===== src/rtl/sorting_feeder.sv =====
// Packet buffer in front of the sorter: collects one valid/ready packet, then
// replays it as a gap-free val/sop/eop burst once the sorter reports idle.
module sorting_feeder #(
    parameter int DWIDTH = 8,
    parameter int AWIDTH = 3
) (
    input  logic              clk_i,
    input  logic              rst_n_i,
    input  logic [DWIDTH-1:0] s_data_i,
    input  logic              s_valid_i,
    input  logic              s_last_i,
    output logic              s_ready_o,
    input  logic              sort_busy_i,
    output logic [DWIDTH-1:0] data_o,
    output logic              sop_o,
    output logic              eop_o,
    output logic              val_o,
    output logic              drop_o
);

    localparam int              DEPTH    = 2 ** AWIDTH;
    localparam logic [AWIDTH:0] ONE      = (AWIDTH + 1)'(1);
    localparam logic [AWIDTH:0] DEPTH_W  = (AWIDTH + 1)'(DEPTH);
    localparam logic [AWIDTH:0] FULL_IDX = (AWIDTH + 1)'(DEPTH - 1);

    typedef enum logic [1:0] {
        ST_FILL = 2'd0,
        ST_DROP = 2'd1,
        ST_WAIT = 2'd2,
        ST_SEND = 2'd3
    } state_e;

    state_e            state_q;
    logic [AWIDTH:0]   wcnt_q;
    logic [AWIDTH:0]   rcnt_q;
    logic [AWIDTH:0]   len_q;
    logic              s_ready_q;
    logic              val_q;
    logic              sop_q;
    logic              eop_q;
    logic              drop_q;
    logic [DWIDTH-1:0] data_q;

    logic [DWIDTH-1:0] mem [DEPTH];

    logic              accept;
    logic              mem_we;
    logic [AWIDTH:0]   wcnt_d;
    logic [AWIDTH:0]   rcnt_d;

    // Input handshake: a word transfers on a rising edge where s_valid_i and
    // s_ready_o are both high; s_last_i is meaningful only on that edge.
    assign accept = s_valid_i && s_ready_q;
    assign mem_we = accept && (state_q == ST_FILL);
    assign wcnt_d = wcnt_q + ONE;
    assign rcnt_d = rcnt_q + ONE;

    always_ff @(posedge clk_i) begin
        if (mem_we) begin
            mem[wcnt_q[AWIDTH-1:0]] <= s_data_i;
        end
    end

    always_ff @(posedge clk_i or negedge rst_n_i) begin
        if (!rst_n_i) begin
            state_q   <= ST_FILL;
            wcnt_q    <= '0;
            rcnt_q    <= '0;
            len_q     <= '0;
            s_ready_q <= 1'b0;
            val_q     <= 1'b0;
            sop_q     <= 1'b0;
            eop_q     <= 1'b0;
            drop_q    <= 1'b0;
            data_q    <= '0;
        end else begin
            drop_q <= 1'b0;
            case (state_q)
                ST_FILL: begin
                    s_ready_q <= 1'b1;
                    if (accept) begin
                        wcnt_q <= wcnt_d;
                        if (s_last_i) begin
                            len_q     <= wcnt_d;
                            s_ready_q <= 1'b0;
                            state_q   <= ST_WAIT;
                        end else if (wcnt_q == FULL_IDX) begin
                            len_q   <= DEPTH_W;
                            state_q <= ST_DROP;
                        end
                    end
                end
                ST_DROP: begin
                    if (accept && s_last_i) begin
                        drop_q    <= 1'b1;
                        s_ready_q <= 1'b0;
                        state_q   <= ST_WAIT;
                    end
                end
                ST_WAIT: begin
                    // Word 0 leaves on the same edge the sorter is seen idle,
                    // so the read pointer continues from word 1.
                    if (!sort_busy_i) begin
                        val_q   <= 1'b1;
                        sop_q   <= 1'b1;
                        eop_q   <= (len_q == ONE);
                        data_q  <= mem[0];
                        rcnt_q  <= ONE;
                        state_q <= ST_SEND;
                    end
                end
                ST_SEND: begin
                    if (eop_q) begin
                        val_q     <= 1'b0;
                        sop_q     <= 1'b0;
                        eop_q     <= 1'b0;
                        data_q    <= '0;
                        wcnt_q    <= '0;
                        s_ready_q <= 1'b1;
                        state_q   <= ST_FILL;
                    end else begin
                        sop_q  <= 1'b0;
                        eop_q  <= (rcnt_q == len_q - ONE);
                        data_q <= mem[rcnt_q[AWIDTH-1:0]];
                        rcnt_q <= rcnt_d;
                    end
                end
                default: state_q <= ST_FILL;
            endcase
        end
    end

    assign s_ready_o = s_ready_q;
    assign val_o     = val_q;
    assign sop_o     = sop_q;
    assign eop_o     = eop_q;
    assign drop_o    = drop_q;
    assign data_o    = data_q;

endmodule


===== config.mk =====
export PLATFORM = sky130hd
export DESIGN_NAME = sorting_feeder
export DESIGN_NICKNAME = d
export VERILOG_FILES = /design/src/rtl/sorting_feeder.sv
export SDC_FILE = /design/constraint.sdc
export NUM_CORES = 1
export LEC_CHECK = 0
export BUFFER_PORTS_ARGS = -buffer_cell sky130_fd_sc_hd__buf_4
export CAP_MARGIN = 30
export CORE_ASPECT_RATIO = 1.75
export CORE_MARGIN = 2
export CORE_UTILIZATION = 54
export DETAILED_ROUTE_END_ITERATION = 8
export PLACE_DENSITY = 0.85
export SYNTH_ARGS = -nofsm -noshare
export SYNTH_HDL_FRONTEND = slang
export SYNTH_SLANG_ARGS = --single-unit

===== constraint.sdc =====
create_clock -name clk_i -period 2.2 [get_ports clk_i]
set_input_delay 0.11 -clock clk_i [delete_from_list [all_inputs] [get_ports clk_i]]
set_output_delay 0.11 -clock clk_i [all_outputs]
set_load 0.02 [all_outputs]

Yosys cells after proc, flatten, opt, wreduce, memory -nomap -nowiden
Memory sizes are Yosys's and may differ from the RTL's.
Cells that the tools add are included.
{"block": "op_classes", "add_sub_neg": 3, "eq_ne": 12, "n_mux": 34, "n_reduce_logical": 15}
{"cell": "$mux 4", "n": 6}
{"cell": "$mux 8", "n": 2}
{"cell": "$pmux 4 s2", "n": 2}
{"cell": "$pmux 8 s2", "n": 1}
{"cell": "$reduce_and 3->1", "n": 5}
{"cell": "$mux 1", "n": 12}
{"cell": "$mux 2", "n": 6}
{"cell": "$ne 2x2->1 const B", "n": 5}
{"cell": "$add 4x1->4 const B", "n": 2}
{"cell": "$pmux 2 s4", "n": 1}
{"cell": "$pmux 1 s2", "n": 3}
{"cell": "$reduce_bool 2->1", "n": 3}
{"cell": "$reduce_and 5->1", "n": 1}
{"cell": "$eq 2x2->1 const B", "n": 2}
{"cell": "$eq 4x1->1 const B", "n": 1}
{"cell": "$eq 4x3->1 const B", "n": 1}
{"cell": "$eq 4x4->1", "n": 1}
{"cell": "$sub 4x1->4 const B", "n": 1}
{"cell": "$logic_and 1x1->1", "n": 3}
{"cell": "$ne 3x2->1 const B", "n": 1}
{"cell": "$pmux 1 s3", "n": 1}
{"cell": "$reduce_bool 3->1", "n": 1}
{"cell": "$eq 2x1->1 const B", "n": 1}
{"cell": "$logic_not 2->1", "n": 1}
{"cell": "$reduce_and 2->1", "n": 1}
{"block": "word_totals", "register_bits": 27, "mem_bits_rw": 64, "in_bits": 13, "output_inout_bits": 13, "elab_cells": 75, "n_memories": 1}
{"memory": "mem", "depth": 8, "word_bits": 8, "rd": 2, "rd_ports_with_merged_regs": 0, "write_ports": 1, "line": "44", "source": "logic [DWIDTH-1:0] mem [DEPTH];"}

Longest topological paths before layout
{"block": "depth", "word_depth": 5, "depth_mapped": 7, "mapped_depth_nobuf": 6}

Worst setup path before layout
No wires, ideal clock.
{"block": "synth_path", "kind": "flip-flop to flip-flop", "start": "register state_q[0]", "end": "memory mem[0][0] (enable)", "setup_time_ps": 383, "t_arrival_ps": 1839, "t_required_ps": 1817, "path_slack_ps": -22, "stages_incl_launch_ff": 7, "path_buffers": 1, "synth_period_minus_slack_ps": 2222, "path_cell_list": "dfrtp_1 > inv_1 > ha_1 > and3_1 > clkbuf_1 > nand2b_1 > nor3_1"}
{"block": "synth_via", "elab_chain_cells": 4}
{"item": "start: declaration", "line": "33", "source": "state_e state_q;"}
{"item": "start signal: assignment", "line": "66", "source": "state_q <= ST_FILL;"}
{"item": "start signal: assignment", "line": "86", "source": "state_q <= ST_WAIT;"}
{"item": "start signal: assignment", "line": "89", "source": "state_q <= ST_DROP;"}
{"item": "$logic_not 2->1", "line": "54", "source": "assign mem_we = accept && (state_q == ST_FILL);"}
{"item": "$logic_and 1x1->1", "line": "54"}
{"item": "$mux 1", "line": "59", "source": "if (mem_we) begin"}
{"item": "$mux 1 (not written as such)", "line": "60", "source": "mem[wcnt_q[AWIDTH-1:0]] <= s_data_i;"}
{"item": "end: declaration", "line": "44"}
Every way passes these cells.

Final worst setup path
{"block": "layout_path", "start": "register state_q[0]", "end": "memory mem[0][5] (enable)"}
The elaborated chain is that of the path after synthesis.

==> impl_metrics.toml <==
[status]
run_status = "completed"

[grt]
groute.usage.overall_pct = 22.7
antenna_found_initial = 0
grt_max_degree = 28
grt_remaining_overflow = 0
global_route.peak_usage_layer = "met2"
grt_first_pass_wirelength_um = 14100
first_global_vias = 2555
grt_use_met3_pct = 4.23
grt_use_met2_pct = 38.2
grt_use_met1_pct = 26.1

[worst_setup_path]
worstPathCellList = "inv_1 > ha_1 > and3_1 > nand2b_1 > nor3_2 > buf_4"
critical_path.top_delay_family = "simple AND/OR/NAND/NOR gates"
path_max_fanout = 8
cpMaxStageDelayCell = "sky130_fd_sc_hd__dfrtp_1"
reg2reg_setup_slack_ns = 0.19
crit_path_max_incr_delay_ns = 0.43
critPathRequiredTime_ns = 2.24
timing_worst_setup_path_type = "reg2reg"
worst_setup_path_end_kind = "flop"
timing.critical_path.from_type = "flop"
critical_path_arrival_ns = 2.06
cp_num_buf_inv = 2

[logic_synthesis]
synth.cells.most_frequent = "64 x sky130_fd_sc_hd__edfxtp_1, 27 x sky130_fd_sc_hd__dfrtp_1, 24 x sky130_fd_sc_hd__nand2_1"
yosys.area.top_type = "sky130_fd_sc_hd__edfxtp_1"
synth.lib_cells_used.distinct = 45
synthArstFlopShare_pct = 29.7
synth_top_family_by_area = "compound AO/OA/AOI/OAI gates"
synth_enable_flop_cells = 64
postSynthCellCount = 295
synth_simple_gate_area_share_pct = 9.38
synth_top_area_share_pct = 46.9
synth_top_flop_cell = "sky130_fd_sc_hd__edfxtp_1"
mappedNetlistArea_um2 = 4090
post-synth-top-count-cell = "sky130_fd_sc_hd__edfxtp_1"
synth_compound_gate_area_share_pct = 11.2
synth_xor_xnor_area_share_pct = 1.50
syn_nets = 317
netlist_top_cells_area = "sky130_fd_sc_hd__edfxtp_1 47%, sky130_fd_sc_hd__dfrtp_1 17%, sky130_fd_sc_hd__mux4_1 4.5%"
post_synth_mux_area_share_pct = 8.77
synth.yosys.seq_area_share_pct = 63.4
yosys_warnings = 0
post_synth.cell_area_avg_um2 = 13.9
postSynthRegisterBits = 91
post_synth_fa_ha_maj_area_fraction_pct = 2.75

[die]
fp.dieH_um = 119
floorplan.die.width_um = 69.8
die_area_um2 = 8320
floorplan.initialDensity_pct = 54.9
ios = 26
row_count = 42
fp.coreArea_um2 = 7460

[clock_network]
number_of_clock_sinks_seen_by_cts = 91
ctsHoldBuffers = 1
cts-root-to-sink-buffers = 2
worst_skew_pair.late_latency_ns = 0.34
root_buffer = "sky130_fd_sc_hd__clkbuf_16"
cts_tree = "done"
postCtsResizedCells = 0
postCtsSetupRepairBufs = 0
clk_pin_slew_worst_paths_ns = 0.06
htree_levels = 3
number_of_buffers_inserted_during_clock_tree_synthesis = 9

[placement]
io_buffers = 25
post-dp-hpwl_um = 6540
globalplace.congestion = 0.852

[cells_and_area]
n_fill_cell = 548
area_growth_syn_to_layout_pct = 16.0
post_route_cells_drive_above_1_share_pct = 16.9
antenna_diodes = 0
final_nets = 354
fin_util_pct = 63.6

[pwr]
p_per_area_nw_per_um2 = 731
leakagePower_nw = 1.87
vdd_ir_drop_max_mv = 0.588

[sta]
fin_clk_skew_ns = 0.00685
finalHoldViolations = 0
timing.final.crit_period_ns = 2.01
finalMaxSlewViolations = 0
report.final.setup_viol = 0
worst_pin_slew_ns = 0.843
max-slew-margin-rel_pct = 43.8
finalCritPeriodShare_pct = 91.5
grt_setup_unrepaired = "no"
maxClockFrequency_mhz = 497
timing.setup.tns_ns = 0

[routing]
dr.first_iter.drc_count = 359
dr_total_vias = 2652
avgRoutedWirePerCell_um = 21.0
drtAntennaViolNets = 0
route.final.wire_length_um = 8940
routed_via_count_divided_by_cell_count = 6.24
drt_drc_violations_left = 0
firstDrtPassIters = 6

[min_path]
hold_class = "in2reg"

[job]
timing.max_cap.violations = 0
==> layer usage <==
layer,part of all wire (%),up-vias
li1,-,1208
met4,5.5,0
met2,53,107
met3,4.2,28
met1,37,1309
met5,0,-
==> registers in the layout, indices dropped and copies added (netlist names) <==
name / flops
data_o: 8
drop_o: 1
eop_o: 1
len_q: 4
mem: 64
rcnt_q: 4
s_ready_o: 1
sop_o: 1
state_q: 2
val_o: 1
wcnt_q: 4
==> path summary, 6_finish.rpt <==
kind                                         from                      to  depth (start not counted)
setup / recovery           state_q[0]$_DFFE_PN0P_     mem[0][5]$_DFFE_PP_                          6
hold / removal                        s_data_i[7]     mem[0][7]$_DFFE_PP_                          1
setup reg to reg           state_q[0]$_DFFE_PN0P_     mem[0][5]$_DFFE_PP_                          6
hold reg to reg                 sop_o$_DFFE_PN0P_       sop_o$_DFFE_PN0P_                          2
max in group asynchronous                 rst_n_i  state_q[1]$_DFFE_PN0P_                          2
min in group asynchronous                 rst_n_i       val_o$_DFFE_PN0P_                          2
==> layout by cell type, fill, tap and decap left out, types with 3 or more instances in the layout <==
cell type                   instances
sky130_fd_sc_hd__edfxtp_1          64
sky130_fd_sc_hd__buf_4             39
sky130_fd_sc_hd__dfrtp_1           27
sky130_fd_sc_hd__nand2_1           24
sky130_fd_sc_hd__mux2i_1           13
sky130_fd_sc_hd__nor2_1            12
sky130_fd_sc_hd__a22oi_1           12
sky130_fd_sc_hd__inv_1             10
sky130_fd_sc_hd__nand3_1           10
sky130_fd_sc_hd__o21ai_0           10
sky130_fd_sc_hd__nor2b_1           10
sky130_fd_sc_hd__ha_1               9
sky130_fd_sc_hd__clkbuf_16          9
sky130_fd_sc_hd__mux4_1             7
sky130_fd_sc_hd__a21oi_1            6
sky130_fd_sc_hd__nand2b_1           5
sky130_fd_sc_hd__o2111ai_1          5
sky130_fd_sc_hd__o211ai_1           5
sky130_fd_sc_hd__xnor2_1            5
sky130_fd_sc_hd__a21o_1             4
sky130_fd_sc_hd__and2b_1            3
sky130_fd_sc_hd__clkinv_1           3
sky130_fd_sc_hd__a211oi_1           3
sky130_fd_sc_hd__a2111oi_0          3
sky130_fd_sc_hd__and2_1             3
sky130_fd_sc_hd__a2bb2oi_1          3
sky130_fd_sc_hd__o41ai_1            3
sky130_fd_sc_hd__nor3_1             3
sky130_fd_sc_hd__a22o_1             3
==> per-stage QoR <==
step | power (mW) | area, um2 | instances | setup slack, ns | hold WS, ns
2_1_floorplan | 1.87 | 4100 | 295 | 0.190 | -0.186
3_5_place_dp | 1.92 | 4430 | 408 | 0.227 | 0.0509
4_1_cts | 3.49 | 4750 | 425 | 0.215 | 0.0267
3_3_place_gp | 1.92 | 4430 | 408 | 0.326 | 0.0402
6_report | 3.47 | 4750 | 425 | 0.186 | 0.0263
5_1_grt | 3.57 | 4750 | 425 | 0.0159 | 0.0229
==> cells by family after synthesis <==
group                      after synthesis
and+or+nand+nor                         77
muxes                                   23
AOI/OAI and AO/OA                       63
DFF                                     91
xor gates and xnor gates                 7
adders and majority gates                9
buffers and inverters                   25
==> cell type report <==
type	instances	area [um2]	share of cell area, %
clock buffers	10	229	4.82
flip-flops and latches	91	2600	54.7
repair buffers	40	303	6.38
well taps	88	110	2.32
inverters	11	41.3	0.870
clock inverters	6	80.1	1.69
multi-input cells	179	1390	29.2
==> report_power, final <==
part           switching, mW  internal (mW)
clock                  0.601          0.984
combinational         0.0339         0.0156
sequential                 0           1.84
Power figures use the tool's default switching activity.
